<file path="config.mk">
export PLATFORM = sky130hd
export DESIGN_NAME = ssram_initiator_flat
export DESIGN_NICKNAME = d
export VERILOG_FILES = /design/src/rtl/ssram_initiator_if.sv /design/src/rtl/ssram_initiator.sv /design/src/flat_wrapper.sv
export SDC_FILE = /design/constraint.sdc
export NUM_CORES = 1
export LEC_CHECK = 0
export ABC_AREA = 1
export CAP_MARGIN = 20
export CELL_PAD_IN_SITES_DETAIL_PLACEMENT = 0
export CELL_PAD_IN_SITES_GLOBAL_PLACEMENT = 1
export CORE_MARGIN = 2
export CORE_UTILIZATION = 30
export CTS_CLUSTER_DIAMETER = 80
export DETAILED_ROUTE_END_ITERATION = 12
export PLACE_DENSITY_LB_ADDON = 0.25
export SLEW_MARGIN = 0
export SYNTH_ARGS = -nofsm -noshare
export SYNTH_HDL_FRONTEND = slang
export SYNTH_SLANG_ARGS = --single-unit
</file>
<file path="constraint.sdc">
create_clock -name clk_i -period 7.7 [get_ports clk_i]
set_input_delay 1.54 -clock clk_i [delete_from_list [all_inputs] [get_ports clk_i]]
set_output_delay 1.54 -clock clk_i [all_outputs]
set_load 0.005 [all_outputs]
</file>
<file path="src/rtl/ssram_initiator_if.sv">
// Core-side request/response channels of the synchronous SRAM initiator.
interface ssram_initiator_if #(
  parameter int unsigned DATA_LEN = 64,
  parameter int unsigned ADDR_LEN = 32
);
  logic                  req_valid;
  logic                  req_ready;
  logic                  req_we;
  logic [ADDR_LEN-1:0]   req_addr;
  logic [DATA_LEN/8-1:0] req_be;
  logic [DATA_LEN-1:0]   req_wdata;
  logic                  resp_valid;
  logic                  resp_ready;
  logic [DATA_LEN-1:0]   resp_rdata;
  logic                  resp_we;
  logic                  resp_err;

  modport master (
    output req_valid, req_we, req_addr, req_be, req_wdata, resp_ready,
    input  req_ready, resp_valid, resp_rdata, resp_we, resp_err
  );

  modport slave (
    input  req_valid, req_we, req_addr, req_be, req_wdata, resp_ready,
    output req_ready, resp_valid, resp_rdata, resp_we, resp_err
  );
endinterface

</file>
<file path="src/rtl/ssram_initiator.sv">
// Valid/ready to one-cycle-latency synchronous SRAM adapter with a 2-entry
// in-order response buffer and credit-based request flow control.
module ssram_initiator #(
  parameter int unsigned NUM_WORDS = 1024,
  parameter int unsigned DATA_LEN  = 64,
  parameter int unsigned ADDR_LEN  = 32
) (
  input  logic                         clk_i,
  input  logic                         rst_i,
  ssram_initiator_if.slave             core_if,
  output logic                         mem_cs_o,
  output logic                         mem_we_o,
  output logic [DATA_LEN/8-1:0]        mem_be_o,
  output logic [$clog2(NUM_WORDS)-1:0] mem_addr_o,
  output logic [DATA_LEN-1:0]          mem_wdata_o,
  input  logic [DATA_LEN-1:0]          mem_rdata_i
);
  localparam int unsigned OFF = $clog2(DATA_LEN/8);
  localparam int unsigned AW  = $clog2(NUM_WORDS);

  typedef struct packed {
    logic valid;
    logic we;
    logic err;
  } pend_t;

  typedef struct packed {
    logic [DATA_LEN-1:0] rdata;
    logic                we;
    logic                err;
  } entry_t;

  logic         misaligned, out_of_range, err, acc, pop;
  logic [2:0]   credit;
  pend_t        pend_q, pend_d;
  entry_t [1:0] ent_q, ent_d;
  entry_t       push_ent;
  logic [1:0]   count_q, count_d;

  assign misaligned = |core_if.req_addr[OFF-1:0];

  generate
    if (ADDR_LEN > OFF + AW) begin : g_oor
      assign out_of_range = |core_if.req_addr[ADDR_LEN-1:OFF+AW];
    end else begin : g_no_oor
      assign out_of_range = 1'b0;
    end
  endgenerate

  assign err = misaligned | out_of_range;

  // Credit counts the response still in the SRAM pipe, so a full FIFO can
  // always absorb it; popping this cycle frees a slot combinationally.
  assign credit            = {1'b0, count_q} + {2'b00, pend_q.valid} - {2'b00, pop};
  assign core_if.req_ready = (credit < 3'd2);
  assign acc               = core_if.req_valid & core_if.req_ready;

  assign mem_cs_o    = acc & ~err;
  assign mem_we_o    = core_if.req_we & mem_cs_o;
  assign mem_be_o    = core_if.req_we ? core_if.req_be : '0;
  assign mem_addr_o  = core_if.req_addr[OFF +: AW];
  assign mem_wdata_o = core_if.req_wdata;

  assign core_if.resp_valid = (count_q != 2'd0);
  assign core_if.resp_rdata = ent_q[0].rdata;
  assign core_if.resp_we    = ent_q[0].we;
  assign core_if.resp_err   = ent_q[0].err;
  assign pop                = core_if.resp_valid & core_if.resp_ready;

  always_comb begin
    pend_d       = '0;
    pend_d.valid = acc;
    pend_d.we    = core_if.req_we;
    pend_d.err   = err;
  end

  always_comb begin
    push_ent       = '0;
    push_ent.rdata = (~pend_q.we & ~pend_q.err) ? mem_rdata_i : '0;
    push_ent.we    = pend_q.we;
    push_ent.err   = pend_q.err;
  end

  // Slot 0 is always the head; pop shifts first, then a push lands in the
  // first free slot of the shifted buffer.
  always_comb begin
    ent_d   = ent_q;
    count_d = count_q;
    if (pop) begin
      ent_d[0] = ent_q[1];
      count_d  = count_q - 2'd1;
    end
    if (pend_q.valid) begin
      ent_d[count_d[0]] = push_ent;
      count_d           = count_d + 2'd1;
    end
  end

  always_ff @(posedge clk_i or posedge rst_i) begin
    if (rst_i) begin
      pend_q  <= '0;
      ent_q   <= '0;
      count_q <= '0;
    end else begin
      pend_q  <= pend_d;
      ent_q   <= ent_d;
      count_q <= count_d;
    end
  end
endmodule
</file>
<file path="src/flat_wrapper.sv">
// flat-port wrapper written by rule: the top's interface ports become plain ports
module ssram_initiator_flat 
#(
  parameter int unsigned NUM_WORDS = 1024,
  parameter int unsigned DATA_LEN  = 64,
  parameter int unsigned ADDR_LEN  = 32
)
  (clk_i, rst_i, mem_cs_o, mem_we_o, mem_be_o, mem_addr_o, mem_wdata_o, mem_rdata_i, core_if_req_valid, core_if_req_we, core_if_req_addr, core_if_req_be, core_if_req_wdata, core_if_resp_ready, core_if_req_ready, core_if_resp_valid, core_if_resp_rdata, core_if_resp_we, core_if_resp_err);
  ssram_initiator_if #(.DATA_LEN(DATA_LEN), .ADDR_LEN(ADDR_LEN)) core_if_i ();
  input  logic clk_i;
  input  logic rst_i;
  output logic mem_cs_o;
  output logic mem_we_o;
  output logic [DATA_LEN/8-1:0] mem_be_o;
  output logic [$clog2(NUM_WORDS)-1:0] mem_addr_o;
  output logic [DATA_LEN-1:0] mem_wdata_o;
  input  logic [DATA_LEN-1:0] mem_rdata_i;
  input wire logic [$bits(core_if_i.req_valid)-1:0] core_if_req_valid;
  input wire logic [$bits(core_if_i.req_we)-1:0] core_if_req_we;
  input wire logic [$bits(core_if_i.req_addr)-1:0] core_if_req_addr;
  input wire logic [$bits(core_if_i.req_be)-1:0] core_if_req_be;
  input wire logic [$bits(core_if_i.req_wdata)-1:0] core_if_req_wdata;
  input wire logic [$bits(core_if_i.resp_ready)-1:0] core_if_resp_ready;
  output wire logic [$bits(core_if_i.req_ready)-1:0] core_if_req_ready;
  output wire logic [$bits(core_if_i.resp_valid)-1:0] core_if_resp_valid;
  output wire logic [$bits(core_if_i.resp_rdata)-1:0] core_if_resp_rdata;
  output wire logic [$bits(core_if_i.resp_we)-1:0] core_if_resp_we;
  output wire logic [$bits(core_if_i.resp_err)-1:0] core_if_resp_err;
  assign core_if_i.req_valid = core_if_req_valid;
  assign core_if_i.req_we = core_if_req_we;
  assign core_if_i.req_addr = core_if_req_addr;
  assign core_if_i.req_be = core_if_req_be;
  assign core_if_i.req_wdata = core_if_req_wdata;
  assign core_if_i.resp_ready = core_if_resp_ready;
  assign core_if_req_ready = core_if_i.req_ready;
  assign core_if_resp_valid = core_if_i.resp_valid;
  assign core_if_resp_rdata = core_if_i.resp_rdata;
  assign core_if_resp_we = core_if_i.resp_we;
  assign core_if_resp_err = core_if_i.resp_err;
  ssram_initiator #(.NUM_WORDS(NUM_WORDS), .DATA_LEN(DATA_LEN), .ADDR_LEN(ADDR_LEN)) u_core (.clk_i(clk_i), .rst_i(rst_i), .core_if(core_if_i), .mem_cs_o(mem_cs_o), .mem_we_o(mem_we_o), .mem_be_o(mem_be_o), .mem_addr_o(mem_addr_o), .mem_wdata_o(mem_wdata_o), .mem_rdata_i(mem_rdata_i));
endmodule
</file>
### Word-level counts from Yosys, hierarchy flattened

Cells that the tools add are included.

* output and inout bits: 152
* input port bits: 173
* register bits: 137
* word-level logic and storage cells: 39

* add/subtract/negate cells: 4
* muxes and demuxes: 9
* bitwise gates (word level): 9
* reduce and logical (&&, ||, !) cells: 4
* magnitude comparators: 3

Operators with widths (number)
* 2-to-1 mux 66 bit: 3
* bitwise mux 132 bit: 1
* demux 66 bit (select 1 bit): 1
* 2-to-1 mux 64 bit: 1
* OR reduction 19 bit: 1
* 2-to-1 mux 8 bit: 1
* bitwise AND 1 bit: 5
* 2-to-1 mux 2 bit: 2
* adder 2 x 1 -> 3 bit: 1
* less-than comparator 3 x 2 -> 1 bit (second input constant): 1
* inverter 1 bit: 3
* OR reduction 3 bit: 1
* subtractor 3 x 1 -> 3 bit: 1
* adder 2 x 1 -> 2 bit (second input constant): 1
* less-than comparator 1 x 2 -> 1 bit (second input constant): 1
* nonzero test 2 bit: 1
* subtractor 2 x 1 -> 2 bit (second input constant): 1
* >= comparator 1 bit (second input constant): 1
* logical AND 1 bit: 1
* bitwise OR 1 bit: 1

### Longest topological paths before layout

Gate-level depths: netlist (run 1).

* depth in word-level cells: 9
* depth in mapped cells: 14
* depth with buffers taken out: 13

### Least setup slack after synthesis (run 1)

Ideal clock, no wire load.

* path type: input-to-output
* start: input core_if_resp_ready
* end: output mem_we_o
* setup slack: 2.707 ns
* data required time: 6.160 ns
* data arrival time: 3.453 ns
* cell stages on the path: 10
* path through: nand2_4 inv_1 clkbuf_1 ha_1 or2_2 fa_1 nand2_1 nor2_1 nand2_1 nor3_1

* longest elaborated chain between the ends: 6

Ends and longest elaborated chain
* start, declared: line flat_wrapper.sv:23 `input wire logic [$bits(core_if_i.resp_ready)-1:0] core_if_resp_ready;`
* bitwise AND 1 bit: line ssram_initiator.sv:68 `assign pop = core_if.resp_valid & core_if.resp_ready;`
* subtractor 3 x 1 -> 3 bit: line ssram_initiator.sv:54 `assign credit = {1'b0, count_q} + {2'b00, pend_q.valid} - {2'b00, pop};`
* less-than comparator 3 x 2 -> 1 bit: line ssram_initiator.sv:55 `assign core_if.req_ready = (credit < 3'd2);`
* via core_if_req_ready: line flat_wrapper.sv:24 `output wire logic [$bits(core_if_i.req_ready)-1:0] core_if_req_ready;`
* bitwise AND 1 bit: line ssram_initiator.sv:56 `assign acc = core_if.req_valid & core_if.req_ready;`
* bitwise AND 1 bit: line ssram_initiator.sv:58 `assign mem_cs_o = acc & ~err;`
* bitwise AND 1 bit: line ssram_initiator.sv:59 `assign mem_we_o = core_if.req_we & mem_cs_o;`
* end, declared: line flat_wrapper.sv:13 `output logic mem_we_o;`

The timed path passes the listed nets, and every way through them passes these cells.

### Worst setup path after layout (run 1)

* start: input core_if_resp_ready
* end: output mem_we_o

* longest elaborated chain between the ends: 6

Ends and longest elaborated chain (line)
* bitwise AND 1 bit: ssram_initiator.sv:68
* subtractor 3 x 1 -> 3 bit: ssram_initiator.sv:54
* less-than comparator 3 x 2 -> 1 bit: ssram_initiator.sv:55
* bitwise AND 1 bit: ssram_initiator.sv:56
* bitwise AND 1 bit: ssram_initiator.sv:58
* bitwise AND 1 bit: ssram_initiator.sv:59

No other way between the ends.

==> summary.txt, run 1 <==
Clocking
  – CTS sink count: 137
  – Clock buffer depth: 2
  – CTS clk-pin slew, worst paths: 0.06 ns
  – Root buf cell: clkbuf_16
  – CTS tree: done
  – Setup bufs post-CTS: 0
  – H-tree levels: 4
  – CTS Hold Bufs: 0
  – Post-cts gate resize count: 0
  – Worst-skew pair later-pin latency: 0.42 ns
  – CTS buffer count: 17

Worst setup path
  – CP Buf/Inv Count: 3
  – Top Family by Delay on Critical Path: buffers and inverters
  – Critical path depth: 11
  – Cells along the critical path: clkdlybuf4s50_1 -> nand2_4 -> inv_2 -> ha_1 -> or2_2 -> fa_1 -> nand2_1 -> nor2_1 -> nand2_1 -> nor3_1 -> clkdlybuf4s50_1
  – Worst EP required: 6.16 ns
  – Largest fanout on the critical path: 3
  – Worst r2r path cells: 11
  – Arrival time worst endpoint: 4.20 ns
  – CP max stage cell: clkdlybuf4s50_1
  – Worst setup path class: in -> out
  – Nature of the critical path startpoint: primary input
  – Largest stage delay on the critical path: 0.54 ns
  – Worst Setup End Kind: primary output

Global route
  – Grt total ovfl: 0
  – GRT Total Usage: 15.58%
  – Largest net degree at the start of global routing: 75
  – Vias in the first global route: 5386
  – Initial antenna violation count: 0
  – First-pass GRT wire length: 30.96 mm

Synthesis
  – Ys flop type: dfrtp_1
  – Post-Syn Area: 7371 µm²
  – Synthesis-stage register bit count: 137
  – Fraction of the mapped netlist area in compound gates: 10.93%
  – Synth Area in Adders: 0.7809%
  – Sequential fraction of the synthesis area: 46.51%
  – Post-Syn Area per Cell: 8.020 µm²
  – Number of synthesized flops with an enable pin: 0
  – Synth Area in XOR/XNOR: 0.2207%
  – Post-synth net total: 1096
  – Post-synth ARST share: 100.0%
  – Yosys warning count: 0
  – Largest family of logic cells by synthesized area: simple AND/OR/NAND/NOR gates
  – Number of distinct library cells after synthesis: 23
  – Mux cell area share after synthesis: 0%
  – Mapped Cells: 919
  – Synth Area in Simple Gates: 22.56%

Pwr
  – Total Power: 3444 µW
  – LEAKAGE: 0.004045 µW
  – VDD IR max: 0.1287 mV
  – Power Density: 385.7 nW/µm²

Finish
  – Post-layout nets: 1109
  – Share of layout cells above drive strength 1: 8.686%
  – # diodes: 0
  – P&R area growth vs syn: 21.13%

Timing
  – Count of final hold-check violations: 0
  – RSZ-0062 raised after global routing: no
  – Slew @ Worst Pin: 0.9237 ns
  – Tcrit/Tclk final: 74.60%
  – Max Clk Rate: 0.1741 GHz
  – Slew Limit Fails: 0
  – TNS Setup: 0 ns
  – Final setup vio count: 0
  – Minimum clock period: 5.744 ns
  – Slew headroom: 38.42%
  – Clock skew: 0.01182 ns

Placed design
  – Placer Congestion: 0.7808
  – Input/output buffers: 176
  – Hpwl dp: 13.01 mm

Route
  – DR iter-0 viols: 287
  – Initial DRT Pass Iterations: 4
  – Routed wire per std cell: 15.64 µm
  – Vias: 5456
  – Routed wire length: 19.83 mm
  – DR vias/cell: 4.303
  – Post-route antenna net violation count: 0
  – Post-route DRC: 0

Die
  – Chip height: 160.7 µm
  – Core area: 24250 µm²
  – Initial Util: 30.40%
  – Chip width: 160.7 µm
  – # IOs: 325
  – Core Rows: 57
  – DIE AREA: 25840 µm²

Run
  – Max-Cap Viols: 0

Hold path
  – Hold Path Class: reg -> reg
  – Hold path cells: 2

Outcome
  – Run status: finished clean
-- cell type report --
class	instances	area, µm²
clock inverters	13	217.7
repair buffers	182	1807
multi-input cells	575	2565
clock buffers	18	429.2
fillers	2600	15320
flip-flops and latches	137	3428
well taps	324	405.4
inverters	19	76.32
-- metal layers --
metal | vias up | GRT usage (%) | wire length (µm)
li1 | 2759 | - | -
met1 | 2496 | 18.35 | 8111
met2 | 186 | 27.53 | 10180
met3 | 15 | 4.442 | 1265
met4 | 0 | 4.748 | 278
met5 | - | 0 | 0
-- power breakdown --
part | internal, µW | leakage (µW) | switching (µW)
combinational | 638 | 0.00205 | 664
clock | 579 | 0.000313 | 327
sequential | 1060 | 0.00169 | 176
-- layout by cell type (no fill, tap or decap), types with 6 or more instances in the layout --
cell type        count
nand2_1            346
clkdlybuf4s50_1    176
dfrtp_1            137
nor2_1              80
a21oi_1             64
o21ai_2             36
o21ai_1             28
clkbuf_16           17
inv_1               16
o21ai_0              6
buf_4                6
-- synth_stat cells, types with 2 or more instances --
| master | count | area (µm²) |
|---|---|---|
| a21oi_1 | 64 | 320.3 |
| buf_2 | 18 | 90.09 |
| buf_4 | 138 | 1036 |
| buf_6 | 11 | 123.9 |
| clkbuf_1 | 21 | 78.83 |
| dfrtp_1 | 137 | 3428 |
| ha_1 | 3 | 37.54 |
| inv_1 | 18 | 67.56 |
| nand2_1 | 346 | 1299 |
| nand3_1 | 3 | 15.01 |
| nor2_1 | 80 | 300.3 |
| o21ai_0 | 6 | 30.03 |
| o21ai_1 | 28 | 140.1 |
| o21ai_2 | 36 | 315.3 |
| or2_2 | 2 | 12.51 |
-- path summary, 6_finish.rpt --
| kind | from | endpoint | slack (ns) |
|---|---|---|---|
| setup / recovery | core_if_resp_ready | mem_we_o | 1.96 |
| min in group asynchronous | rst_i | u_core.ent_q[94]$_DFFE_PP0P_ | 1.61 |
| setup reg to reg | u_core.count_q[1]$_DFF_PP0_ | u_core.ent_q[98]$_DFFE_PP0P_ | 4.09 |
| max in group asynchronous | rst_i | u_core.core_if.resp_rdata[62]$_DFF_PP0_ | 4.70 |
| hold reg to reg | u_core.ent_q[128]$_DFFE_PP0P_ | u_core.ent_q[128]$_DFFE_PP0P_ | 0.51 |
| hold / removal | u_core.ent_q[128]$_DFFE_PP0P_ | u_core.ent_q[128]$_DFFE_PP0P_ | 0.51 |
-- registers in the layout, summed over array words and instances (netlist names) --
register	flops
u_core.core_if.resp_we	1
u_core.ent_q	66
u_core.core_if.resp_rdata	64
u_core.core_if.resp_err	1
u_core.pend_q	3
u_core.count_q	2
-- cells by family after synthesis --
kind of cell | count (synthesis)
xor gates and xnor gates | 1
buffers and inverters | 207
DFF | 137
and+or+nand+nor | 436
adders and majority gates | 4
AOI/OAI and AO/OA | 134
-- worst min-delay path: stages (launching register included) --
cell	delay, ns
dfrtp_1	0.34
nor2_1	0.04
a21oi_1	0.09
-- through the flow --
stage	util (%)	worst slack, ns	hold WS, ns	cell area, µm²	instances
4_1_cts	36.82	1.868	0.5242	8929	1268
5_1_grt	36.82	1.785	0.5336	8929	1268
3_3_place_gp	34.15	1.910	0.5020	8282	1237
2_1_floorplan	-	2.492	0.4882	7371	919
6_report	36.82	1.956	0.5135	8929	1268
3_5_place_dp	34.15	1.890	0.5096	8282	1237
(Power assumes the default switching activity.)
==> run 2, diff against run 1 <==
--- a/config.mk
+++ b/config.mk
@@ -10,7 +10,7 @@
 export CELL_PAD_IN_SITES_DETAIL_PLACEMENT = 0
 export CELL_PAD_IN_SITES_GLOBAL_PLACEMENT = 1
 export CORE_MARGIN = 2
-export CORE_UTILIZATION = 30
+export CORE_UTILIZATION = 27
 export CTS_CLUSTER_DIAMETER = 80
 export DETAILED_ROUTE_END_ITERATION = 12
 export PLACE_DENSITY_LB_ADDON = 0.25
==> constraint.sdc (replaced) <==
create_clock -name clk_i -period 5.1 [get_ports clk_i]
set_input_delay 1.02 -clock clk_i [delete_from_list [all_inputs] [get_ports clk_i]]
set_output_delay 1.02 -clock clk_i [all_outputs]
set_load 0.005 [all_outputs]
==> run 2 against run 1 <==
  * Critical path type unchanged
  * Combinational power grew 53%
  * Utilization shrank 3.3 points
  * Worst hold slack gained 0.0059 ns
  * Sequential share of layout area shrank 0.39 points
  * Die area grew 11%
==> summary.txt, run 2 (synthesis gave the netlist of run 1 again) <==
Finish
  – # diodes: 0 (unchanged)
  – Share of layout cells above drive strength 1: 8.686% (unchanged)
  – Most common cell after layout, fill and taps aside: nand2_1 (unchanged)
  – Post-layout nets: 1109 (unchanged)
  – Max reg flops: 66 (unchanged)
  – P&R area growth vs syn: 22.37% (was 21.13%)
  – Largest reg by FF count: u_core.ent_q (unchanged)
  – Design Area, Final: 9020 µm² (was 8929 µm²)
  – Most frequent cells in the layout: nand2_1 (346), clkdlybuf4s50_1 (176), dfrtp_1 (137) (unchanged)

Global route
  – Grt total ovfl: 0 (unchanged)
  – GRT Total Usage: 13.95% (was 15.58%)
  – First-pass GRT wire length: 30.99 mm (was 30.96 mm)
  – Initial antenna violation count: 0 (unchanged)
  – Vias in the first global route: 5396 (was 5386)
  – Largest net degree at the start of global routing: 131 (was 75)

Route
  – Routed wire length: 19.84 mm (was 19.83 mm)
  – DR iter-0 viols: 225 (was 287)
  – Routed wire per std cell: 15.44 µm (was 15.64 µm)
  – Post-route DRC: 0 (unchanged)
  – Post-route antenna net violation count: 0 (unchanged)
  – DR vias/cell: 4.254 (was 4.303)
  – Initial DRT Pass Iterations: 4 (unchanged)
  – Vias: 5467 (was 5456)

Clocking
  – Root buf cell: clkbuf_16 (unchanged)
  – Post-cts gate resize count: 0 (unchanged)
  – CTS sink count: 137 (unchanged)
  – CTS tree: done (unchanged)
  – CTS Hold Bufs: 0 (unchanged)
  – Setup bufs post-CTS: 0 (unchanged)
  – CTS buffer count: 17 (unchanged)
  – CTS clk-pin slew, worst paths: 0.07 ns (was 0.06 ns)
  – Clock buffer depth: 2 (unchanged)
  – Worst-skew pair later-pin latency: 0.41 ns (was 0.42 ns)
  – H-tree levels: 4 (unchanged)

Placed design
  – Placed cell areas: 8349 µm² (was 8282 µm²)
  – Input/output buffers: 176 (unchanged)
  – Hpwl dp: 12.99 mm (was 13.01 mm)
  – Placer Congestion: 0.7036 (was 0.7808)

Timing
  – Minimum clock period: 4.716 ns
  – Slew headroom: 38.09% (was 38.42%)
  – TNS Setup: 0 ns (unchanged)
  – Clock skew: 0.008211 ns (was 0.01182 ns)
  – Final setup vio count: 0 (unchanged)
  – Tcrit/Tclk final: 92.48%
  – Max Clk Rate: 0.2120 GHz
  – Slew Limit Fails: 0 (unchanged)
  – Count of final hold-check violations: 0 (unchanged)
  – Slew @ Worst Pin: 0.9286 ns (was 0.9237 ns)
  – RSZ-0062 raised after global routing: no (unchanged)

Pwr
  – Logic pwr share: 37.6% (was 37.8%)
  – Switching share of power: 33.70% (was 33.88%)
  – Power Density: 586.2 nW/µm² (was 385.7 nW/µm²)
  – LEAKAGE: 0.004058 µW (was 0.004045 µW)
  – Psw: 1782 µW (was 1167 µW)
  – Clock power frac: 27.0% (was 26.3%)
  – Power share of the sequential group: 35.4% (was 35.9%)
  – Cell-internal power: 3505 µW (was 2277 µW)
  – VDD IR max: 0.2251 mV (was 0.1287 mV)

Die
  – # IOs: 325 (unchanged)
  – Core area: 26880 µm² (was 24250 µm²)
  – Chip width: 169.2 µm (was 160.7 µm)
  – DIE AREA: 28640 µm² (was 25840 µm²)
  – Core Rows: 60 (was 57)
  – Initial Util: 27.43% (was 30.40%)
  – Chip height: 169.2 µm (was 160.7 µm)

Worst setup path
  – Nature of the critical path startpoint: primary input (unchanged)
  – Worst EP required: 4.08 ns (was 6.16 ns)
  – Top Family by Delay on Critical Path: buffers and inverters (unchanged)
  – Arrival time worst endpoint: 3.70 ns (was 4.20 ns)
  – Worst Setup End Kind: primary output (unchanged)
  – Largest fanout on the critical path: 3 (unchanged)
  – CP Buf/Inv Count: 3 (unchanged)
  – CP max stage cell: clkdlybuf4s50_1 (unchanged)
  – Cells along the critical path: clkdlybuf4s50_1 -> nand2_4 -> inv_2 -> ha_1 -> or2_2 -> fa_1 -> nand2_1 -> nor2_1 -> nand2_1 -> nor3_1 -> clkdlybuf4s50_1 (unchanged)
  – Worst setup path class: in -> out (unchanged)
  – Largest stage delay on the critical path: 0.55 ns (was 0.54 ns)

Hold path
  – Hold Path Class: reg -> reg (unchanged)

Run
  – Max-Cap Viols: 0 (unchanged)

Outcome
  – Run status: finished clean (unchanged)
==> run 2: area by class of cell <==
| type | instances | area, µm² |
|---|---|---|
| clock buffers | 18 | 429.2 |
| clock inverters | 13 | 241.5 |
| fillers | 2861 | 17860 |
| inverters | 19 | 76.32 |
| multi-input cells | 575 | 2574 |
| flip-flops and latches | 137 | 3428 |
| well taps | 341 | 426.7 |
| repair buffers | 182 | 1844 |
==> run 2: through the flow <==
stage | hold slack [ns] | utilization, % | power, µW | worst slack, ns | instances
after global routing | 0.5409 | 33.56 | 5747 | 0.2038 | 1285
after floorplan | 0.4882 | - | 3395 | 0.4122 | 919
after global placement | 0.5014 | 31.07 | 3895 | 0.4131 | 1254
after detailed placement | 0.5110 | 31.07 | 3918 | 0.3738 | 1254
after CTS | 0.5263 | 33.56 | 5389 | 0.3487 | 1285
final | 0.5194 | 33.56 | 5288 | 0.3837 | 1285
==> run 2: routing by layer <==
layer	track usage [%]	vias to the layer above	routed length, µm
met5	0	-	0
li1	-	2762	-
met3	4.454	26	1247
met1	16.77	2503	8271
met4	4.013	0	339
met2	23.92	176	9977
==> run 2: path summary, 6_finish.rpt <==
path	startpoint	endpoint	slack, ns	cells past startpoint
min in group asynchronous	rst_i	u_core.core_if.resp_rdata[11]$_DFF_PP0_	1.16	2
worst min register to register	u_core.ent_q[128]$_DFFE_PP0P_	u_core.ent_q[128]$_DFFE_PP0P_	0.52	2
worst max register to register	u_core.count_q[1]$_DFF_PP0_	u_core.ent_q[120]$_DFFE_PP0P_	1.98	11
worst min-delay path	u_core.ent_q[128]$_DFFE_PP0P_	u_core.ent_q[128]$_DFFE_PP0P_	0.52	2
worst max-delay path	core_if_resp_ready	mem_we_o	0.38	11
max in group asynchronous	rst_i	u_core.core_if.resp_rdata[57]$_DFF_PP0_	3.17	3
==> run 2: power groups by stage <==
stage / Clock (µW) / Combinational (µW) / Sequential (µW)
after global routing: 1520 / 2290 / 1940
after global placement: 0 / 2010 / 1890
after CTS: 1480 / 2040 / 1880
after detailed placement: 0 / 2020 / 1890
final: 1430 / 1990 / 1870
after floorplan: 0 / 1580 / 1820
==> run 2: worst min-delay path, cell delays in order (launching register included) <==
cell	delay, ns
dfrtp_1	0.34
nor2_1	0.04
a21oi_1	0.09
==> run 3, diff against run 2 <==
--- a/config.mk
+++ b/config.mk
@@ -10,7 +10,8 @@
 export CELL_PAD_IN_SITES_DETAIL_PLACEMENT = 0
 export CELL_PAD_IN_SITES_GLOBAL_PLACEMENT = 1
 export CORE_MARGIN = 2
-export CORE_UTILIZATION = 27
+export CORE_UTILIZATION = 28
+export CTS_BUF_LIST = sky130_fd_sc_hd__clkbuf_2 sky130_fd_sc_hd__clkbuf_4 sky130_fd_sc_hd__clkbuf_8
 export CTS_CLUSTER_DIAMETER = 80
 export DETAILED_ROUTE_END_ITERATION = 12
 export PLACE_DENSITY_LB_ADDON = 0.25
==> run 3 against run 2 <==
  * Clock power down 37%
  * Flip-flop and latch count unchanged
  * Maximum frequency up 0.52%
  * Largest power group unchanged
  * Setup slack better by 0.025 ns
  * Design area down 3.4%
  * Largest cell class unchanged
  * Sequential power about the same
  * Clock-buffer cell count unchanged
==> summary.txt, run 3 (synthesis gave the netlist of run 1 again) <==
Outcome
  – Run status: finished clean (unchanged)

Pwr
  – Cell-internal power: 3011 µW (was 3505 µW)
  – VDD IR max: 0.1869 mV (was 0.2251 mV)
  – Total Power: 4747 µW (was 5288 µW)
  – Switching share of power: 36.56% (was 33.70%)
  – Logic pwr share: 41.5% (was 37.6%)
  – Psw: 1735 µW (was 1782 µW)
  – LEAKAGE: 0.003926 µW (was 0.004058 µW)
  – Power Density: 544.9 nW/µm² (was 586.2 nW/µm²)
  – Clock power frac: 19.0% (was 27.0%)
  – Power share of the sequential group: 39.4% (was 35.4%)

Timing
  – Max Clk Rate: 0.2131 GHz (was 0.2120 GHz)
  – Count of final hold-check violations: 0 (unchanged)
  – Clock skew: 0.01124 ns (was 0.008211 ns)
  – RSZ-0062 raised after global routing: no (unchanged)
  – WHS: 0.5244 ns (was 0.5194 ns)
  – Final setup vio count: 0 (unchanged)
  – Slew headroom: 31.16% (was 38.09%)
  – Slew @ Worst Pin: 1.033 ns (was 0.9286 ns)
  – Slew Limit Fails: 0 (unchanged)
  – Slack of the critical path: 0.4083 ns (was 0.3837 ns)
  – TNS Setup: 0 ns (unchanged)
  – Tcrit/Tclk final: 91.99% (was 92.48%)
  – Minimum clock period: 4.692 ns (was 4.716 ns)

Clocking
  – Setup bufs post-CTS: 0 (unchanged)
  – H-tree levels: 4 (unchanged)
  – Worst-skew pair later-pin latency: 0.44 ns (was 0.41 ns)
  – CTS clk-pin slew, worst paths: 0.08 ns (was 0.07 ns)
  – Post-cts gate resize count: 0 (unchanged)
  – CTS buffer count: 17 (unchanged)
  – Root buf cell: clkbuf_8 (was clkbuf_16)
  – Clock buffer depth: 2 (unchanged)
  – CTS tree: done (unchanged)
  – CTS sink count: 137 (unchanged)
  – CTS Hold Bufs: 0 (unchanged)

Placed design
  – Number of cells after detailed placement: 1250 (was 1254)
  – Placer Congestion: 0.7319 (was 0.7036)
  – Hpwl dp: 13.27 mm (was 12.99 mm)
  – Input/output buffers: 176 (unchanged)
  – Dpl ws: 0.3950 ns (was 0.3738 ns)

Finish
  – Post-layout nets: 1111 (was 1109)
  – Most frequent cells in the layout: nand2_1 (346), clkdlybuf4s50_1 (176), dfrtp_1 (137) (unchanged)
  – Register area: 3428 µm² (unchanged)
  – Max reg flops: 66 (unchanged)
  – Largest reg by FF count: u_core.ent_q (unchanged)
  – Final cell count without fillers: 1281 (was 1285)
  – P&R area growth vs syn: 18.18% (was 22.37%)
  – Footprint of the multi-input gates: 2565 µm² (was 2574 µm²)
  – # diodes: 0 (unchanged)
  – Share of layout cells above drive strength 1: 8.985% (was 8.686%)
  – Fill count: 2793 (was 2861)
  – Most common cell after layout, fill and taps aside: nand2_1 (unchanged)

Route
  – DR vias/cell: 4.288 (was 4.254)
  – Initial DRT Pass Iterations: 4 (unchanged)
  – Routed wire per std cell: 15.56 µm (was 15.44 µm)
  – DR iter-0 viols: 349 (was 225)
  – Post-route antenna net violation count: 0 (unchanged)
  – Post-route DRC: 0 (unchanged)
  – Routed wire length: 19.94 mm (was 19.84 mm)
  – Vias: 5493 (was 5467)

Global route
  – GRT Total Usage: 14.37% (was 13.95%)
  – First-pass GRT wire length: 30.88 mm (was 30.99 mm)
  – Grt total ovfl: 0 (unchanged)
  – Largest net degree at the start of global routing: 102 (was 131)
  – Initial antenna violation count: 0 (unchanged)
  – Vias in the first global route: 5303 (was 5396)

Worst setup path
  – Worst EP required: 4.08 ns (about the same)
  – Worst setup path class: in -> out (unchanged)
  – Arrival time worst endpoint: 3.67 ns (was 3.70 ns)
  – Largest fanout on the critical path: 3 (unchanged)
  – Worst Setup End Kind: primary output (unchanged)
  – Nature of the critical path startpoint: primary input (unchanged)

Run
  – Max-Cap Viols: 0 (unchanged)

Die
  – Chip height: 166.2 µm (was 169.2 µm)
  – DIE AREA: 27640 µm² (was 28640 µm²)
  – Core area: 25980 µm² (was 26880 µm²)
  – # IOs: 325 (unchanged)
  – Core Rows: 59 (was 60)
  – Initial Util: 28.37% (was 27.43%)
  – Chip width: 166.2 µm (was 169.2 µm)

Hold path
  – Hold Path Class: reg -> reg (unchanged)
run 3: cell types whose count changed in the layout (fill, tap and decap cells not counted), moves of 2 or more:
cell	previous run	this run
clkbuf_16	17	0
bufinv_16	6	2
buf_4	3	7
clkinvlp_4	2	5
buf_12	3	1
clkbuf_8	0	17
run 3: area by class of cell:
type / instances / share of cell area (%)
inverters: 19 / 0.8762
flip-flops and latches: 137 / 39.36
well taps: 335 / 4.812
repair buffers: 184 / 21.06
clock inverters: 13 / 1.681
multi-input cells: 575 / 29.45
clock buffers: 18 / 2.772
run 3: critical path, cell delays in order:
cell,delay [ns]
clkdlybuf4s50_1,0.45
nand2_4,0.09
inv_2,0.04
ha_1,0.27
or2_2,0.30
fa_1,0.49
nand2_1,0.05
nor2_1,0.14
nand2_1,0.11
nor3_1,0.19
clkdlybuf4s50_1,0.53
run 3: metal layers:
| metal | global-route usage (%) | routed length [µm] | vias to the layer above |
|---|---|---|---|
| met4 | 5.847 | 434 | 0 |
| met3 | 4.099 | 1273 | 23 |
| met1 | 16.81 | 8272 | 2516 |
| li1 | - | - | 2761 |
| met5 | 0 | 0 | - |
| met2 | 24.82 | 9956 | 193 |
run 3: power by group through the flow:
stage | Clock [µW] | Combinational (µW) | Sequential, µW
after global routing | 986 | 2260 | 1940
after global placement | 0 | 1980 | 1890
after CTS | 941 | 2020 | 1880
after detailed placement | 0 | 2000 | 1900
after floorplan | 0 | 1580 | 1820
final | 904 | 1970 | 1870
run 3: final timing paths:
kind / cells after the start / end / startpoint / slack, ns
min in group asynchronous: 2 / u_core.core_if.resp_rdata[24]$_DFF_PP0_ / rst_i / 1.19
worst min-delay path: 2 / u_core.ent_q[77]$_DFFE_PP0P_ / u_core.ent_q[77]$_DFFE_PP0P_ / 0.52
worst max-delay path: 11 / mem_we_o / core_if_resp_ready / 0.41
worst min register to register: 2 / u_core.ent_q[77]$_DFFE_PP0P_ / u_core.ent_q[77]$_DFFE_PP0P_ / 0.52
worst max register to register: 10 / u_core.core_if.resp_rdata[57]$_DFF_PP0_ / u_core.count_q[1]$_DFF_PP0_ / 1.82
max in group asynchronous: 3 / u_core.core_if.resp_rdata[57]$_DFF_PP0_ / rst_i / 3.03
run 3: stage by stage:
step | util, % | area, µm²
after global routing | 33.52 | 8711
after global placement | 32.03 | 8323
after floorplan | - | 7371
after CTS | 33.52 | 8711
final | 33.52 | 8711
after detailed placement | 32.03 | 8323
